**src/rtl/uc_asm.sv**
```systemverilog
// uc_asm: multicycle Moore control unit for an RV32I core.
// Sequences fetch, decode and execute/writeback from the 7-bit opcode.
module uc_asm (
    input  logic       clk,
    input  logic       reset,
    input  logic [6:0] opcode,
    output logic       WE_RF,
    output logic       WE_MEM,
    output logic [1:0] RF_din_sel,
    output logic       ULA_din2_sel,
    output logic       load_pc,
    output logic       load_ir,
    output logic       pc_next_sel,
    output logic       pc_adder_sel
);
    localparam logic [6:0] OP_R    = 7'b0110011;
    localparam logic [6:0] OP_I    = 7'b0010011;
    localparam logic [6:0] OP_LD   = 7'b0000011;
    localparam logic [6:0] OP_ST   = 7'b0100011;
    localparam logic [6:0] OP_JAL  = 7'b1101111;
    localparam logic [6:0] OP_JALR = 7'b1100111;
    localparam logic [6:0] OP_LUI  = 7'b0110111;

    typedef enum logic [3:0] {
        FETCH, DECODE, EX_R, EX_I, LD_ADDR, LD_WB, ST, JAL, JALR, LUI, NOP
    } state_t;

    state_t state, state_nxt;

    always_ff @(posedge clk or negedge reset)
        if (!reset) state <= FETCH;
        else        state <= state_nxt;

    always_comb begin
        state_nxt    = FETCH;
        WE_RF        = 1'b0;
        WE_MEM       = 1'b0;
        RF_din_sel   = 2'b00;
        ULA_din2_sel = 1'b0;
        load_pc      = 1'b0;
        load_ir      = 1'b0;
        pc_next_sel  = 1'b0;
        pc_adder_sel = 1'b0;
        case (state)
            FETCH: begin
                load_ir   = 1'b1;
                state_nxt = DECODE;
            end
            DECODE: begin
                case (opcode)
                    OP_R:    state_nxt = EX_R;
                    OP_I:    state_nxt = EX_I;
                    OP_LD:   state_nxt = LD_ADDR;
                    OP_ST:   state_nxt = ST;
                    OP_JAL:  state_nxt = JAL;
                    OP_JALR: state_nxt = JALR;
                    OP_LUI:  state_nxt = LUI;
                    default: state_nxt = NOP;
                endcase
            end
            EX_R: begin
                WE_RF   = 1'b1;
                load_pc = 1'b1;
            end
            EX_I: begin
                WE_RF        = 1'b1;
                ULA_din2_sel = 1'b1;
                load_pc      = 1'b1;
            end
            LD_ADDR: begin
                ULA_din2_sel = 1'b1;
                state_nxt    = LD_WB;
            end
            LD_WB: begin
                WE_RF        = 1'b1;
                RF_din_sel   = 2'b01;
                ULA_din2_sel = 1'b1;
                load_pc      = 1'b1;
            end
            ST: begin
                WE_MEM       = 1'b1;
                ULA_din2_sel = 1'b1;
                load_pc      = 1'b1;
            end
            JAL, JALR: begin
                WE_RF        = 1'b1;
                RF_din_sel   = 2'b10;
                load_pc      = 1'b1;
                pc_next_sel  = 1'b1;
                pc_adder_sel = (state == JALR);
            end
            LUI: begin
                WE_RF      = 1'b1;
                RF_din_sel = 2'b11;
                load_pc    = 1'b1;
            end
            NOP:     load_pc = 1'b1;
            default: state_nxt = FETCH;
        endcase
    end
endmodule

```
**config.mk**
```make
export PLATFORM = sky130hd
export DESIGN_NAME = uc_asm
export DESIGN_NICKNAME = d
export VERILOG_FILES = /design/src/rtl/uc_asm.sv
export SDC_FILE = /design/constraint.sdc
export NUM_CORES = 1
export LEC_CHECK = 0
export CAP_MARGIN = 20
export CORE_AREA = 5 5 42 44
export CTS_BUF_LIST = sky130_fd_sc_hd__clkbuf_2
export DETAILED_ROUTE_END_ITERATION = 7
export DIE_AREA = 0 0 47 49
export SYNTH_ARGS = -nofsm -noshare
export SYNTH_HDL_FRONTEND = slang
export SYNTH_SLANG_ARGS = --single-unit
```
**constraint.sdc**
```tcl
create_clock -name clk -period 3.85 [get_ports clk]
set_input_delay 0.77 -clock clk [delete_from_list [all_inputs] [get_ports clk]]
set_output_delay 0.77 -clock clk [all_outputs]
set_load 0.03 [all_outputs]
```
==> impl_metrics.py <==
metrics = {
    "outcome": {
        "status": "finished, final reports clean",
    },
    "detailed_routing": {
        "vias": 424,
        "dr.pass1.iters": 3,
        "antenna_left": 0,
        "dr.first_iter.drc_count": 1,
        "wl_per_cell_um": 11.0,
        "wl_um": 921,
        "viasPerCell": 5.05,
        "drc": 0,
    },
    "final_layout": {
        "mostFrequentLayoutCell": "clkdlybuf4s50_1",
        "fin_util": 0.413,
        "reg_top3": "state (4)",
        "regMostFlops": "state",
        "layout.cells.most_common_list": "17 x clkdlybuf4s50_1, 8 x nand2_1, 4 x nand2b_1, 4 x dfrtp_1",
        "diodes": 0,
        "largest_reg_flops": 4,
        "area_growth_pct": 48.9,
        "nNetsFinal": 79,
        "drive_gt1_frac": 0.0588,
    },
    "die": {
        "io_pins": 18,
        "die_width_um": 47,
        "dieArea_um2": 2300,
        "start_util": 0.278,
        "rows": 14,
        "die_y_um": 49,
        "core_area_um2": 1400,
    },
    "clock_tree": {
        "htreeDepth": 1,
        "clock_latency_ps": 200,
        "cts_buffer_depth": 2,
        "clkTransAtPathRegs_ps": 40,
        "root_buffer": "clkbuf_2",
        "numClockSinks": 4,
        "ctsResizeCount": 0,
        "ctsHoldBuffers": 0,
        "cts_tree": "built",
        "postCtsSetupBuffers": 0,
        "cts_made_buffers": 3,
    },
    "synthesis": {
        "synthArstFlopShare": 1.00,
        "seq_area_frac_synth": 0.257,
        "netlist_top_cells_area": "dfrtp_1 26%, nand2_1 7.7%, nand2b_1 6.4%, or3_1 4.8%, xnor2_1 4.5%",
        "syn_avg_cell_area_um2": 7.48,
        "synth_cell_types": 26,
        "synth_top_area_cell": "dfrtp_1",
        "synth_nets": 61,
        "ys_ff_latch": 4,
        "syn_area_um2": 389,
        "ys.warnings.count": 0,
        "synth_edf_count": 0,
        "synthCells": 52,
        "synth.top_cell.area_share": 0.257,
        "synthFlopType": "dfrtp_1",
    },
    "sta": {
        "tightest_slew_ps": 314,
        "fin_crit_sh": 0.703,
        "relSlewSlack": 0.790,
        "finalSetupTns_ps": 0,
        "clock.fmax_mhz": 369,
        "rsz0062_at_grt": "false",
        "slew_violations": 0,
        "setup_viol": 0,
        "holdWs_ps": 692,
        "min_period_ps": 2710,
        "hold_viol_final": 0,
        "fin_skew_ps": 3.07,
    },
    "worst_setup_path": {
        "critPathMaxStageDelay_ps": 680,
        "worstSetupEndpointType": "output pin",
        "worstReg2RegEnd": "state[3]$_DFF_PN0_",
        "crit_start": "state[2]$_DFF_PN0_",
        "crit_arrival_ps": 1940,
        "reg2reg_depth": 3,
        "critPathCapture": "pc_next_sel",
        "slowest_stage": "clkdlybuf4s50_1",
        "crit_chain": "nand2b_1, nor3_1, o21bai_1, clkdlybuf4s50_1",
        "critPathRequiredTime_ps": 3080,
        "r2r-start": "state[1]$_DFF_PN0_",
        "path_max_fanout": 11,
        "critPathLaunchType": "register",
        "crit_type": "register to output pin",
        "r2r_setup_slack_ps": 2580,
    },
    "pwr": {
        "p_comb_frac": 0.185,
        "p_sw_frac": 0.247,
        "internal_power_mw": 0.0738,
        "p_per_area_nw_per_um2": 169,
        "leakage_nw": 0.212,
        "power.share.sequential": 0.432,
        "power_frac_clock": 0.383,
        "p_switching_mw": 0.0242,
        "ir_drop_mv": 0.105,
    },
    "global_routing": {
        "antenna_found_initial": 0,
        "grt_max_degree": 12,
        "grt.total_usage": 0.0847,
        "grt_pass1_vias": 348,
        "grt_first_pass_wirelength_um": 1410,
        "grt_overflow": 0,
    },
    "min_path": {
        "hp-class": "register to register",
    },
    "place": {
        "dpl.hpwl_um": 743,
        "gp_congestion": 0.743,
        "io_buffers": 17,
    },
    "flow_run": {
        "cap_viol_max_count": 0,
    },
}
[synth_stat cells (2+ instances only)]
library cell and number:
nor4_1 2, clkbuf_1 4, nand2b_1 4, xor2_1 2, a21oi_1 3, nor2_1 3, nand2_1 8, or3_1 3
dfrtp_1 4, nor2b_1 2, xnor2_1 2
[worst min path at each step]
stage / startpoint / endpoint / slack, ps / cells past startpoint
3_3_place_gp: state[0]$_DFF_PN0_ / state[0]$_DFF_PN0_ / 690 / 1
6_report: state[0]$_DFF_PN0_ / state[0]$_DFF_PN0_ / 690 / 1
5_1_grt: state[0]$_DFF_PN0_ / state[0]$_DFF_PN0_ / 750 / 1
3_5_place_dp: state[0]$_DFF_PN0_ / state[0]$_DFF_PN0_ / 700 / 1
4_1_cts: state[0]$_DFF_PN0_ / state[0]$_DFF_PN0_ / 710 / 1
2_1_floorplan: reset / state[0]$_DFF_PN0_ / 470 / 0
[routing by layer]
layer,global-route usage,part of all wire
met1,0.0976,0.42
met2,0.122,0.42
met3,0.0258,0.12
met4,0.0691,0.031
met5,0,0
[critical path, delay by kind of cell, from the launching register on]
kind	cells	cell delay, ps
AO/OA/AOI/OAI	1	140
buffers and inverters	1	680
flip-flops	1	470
AND/OR/NAND/NOR	2	440
[stage by stage]
| stage | power, mW | instances | setup slack (ps) | area (µm²) |
|---|---|---|---|---|
| after global routing | 0.102 | 84 | 1010 | 579 |
| after CTS | 0.0996 | 84 | 1140 | 579 |
| final | 0.0980 | 84 | 1140 | 579 |
| after detailed placement | 0.0611 | 81 | 1380 | 564 |
| after global placement | 0.0610 | 81 | 1420 | 564 |
| after floorplan | 0.0483 | 52 | 1240 | 389 |
[power by group through the flow]
stage	clock network [mW]	logic, mW	registers (mW)
4_1_cts	0.0390	0.0183	0.0424
6_report	0.0375	0.0181	0.0424
5_1_grt	0.0400	0.0200	0.0423
3_5_place_dp	0	0.0182	0.0429
2_1_floorplan	0	0.00547	0.0429
3_3_place_gp	0	0.0180	0.0429
[kinds of logic after synthesis]
logic type                Yosys count  synth area share
AOI/OAI and AO/OA                  13             0.238
xor gates and xnor gates            4            0.0900
buffers and inverters               4            0.0386
DFF                                 4             0.257
and+or+nand+nor                    27             0.376
[area by class of cell]
class / instances / area (µm²)
multi-input cells: 44 / 274
clock buffers: 3 / 15.0
well taps: 16 / 20.0
flip-flops and latches: 4 / 100
fillers: 160 / 822
repair buffers: 17 / 170
No activity file was read; power rests on OpenSTA's default activity.
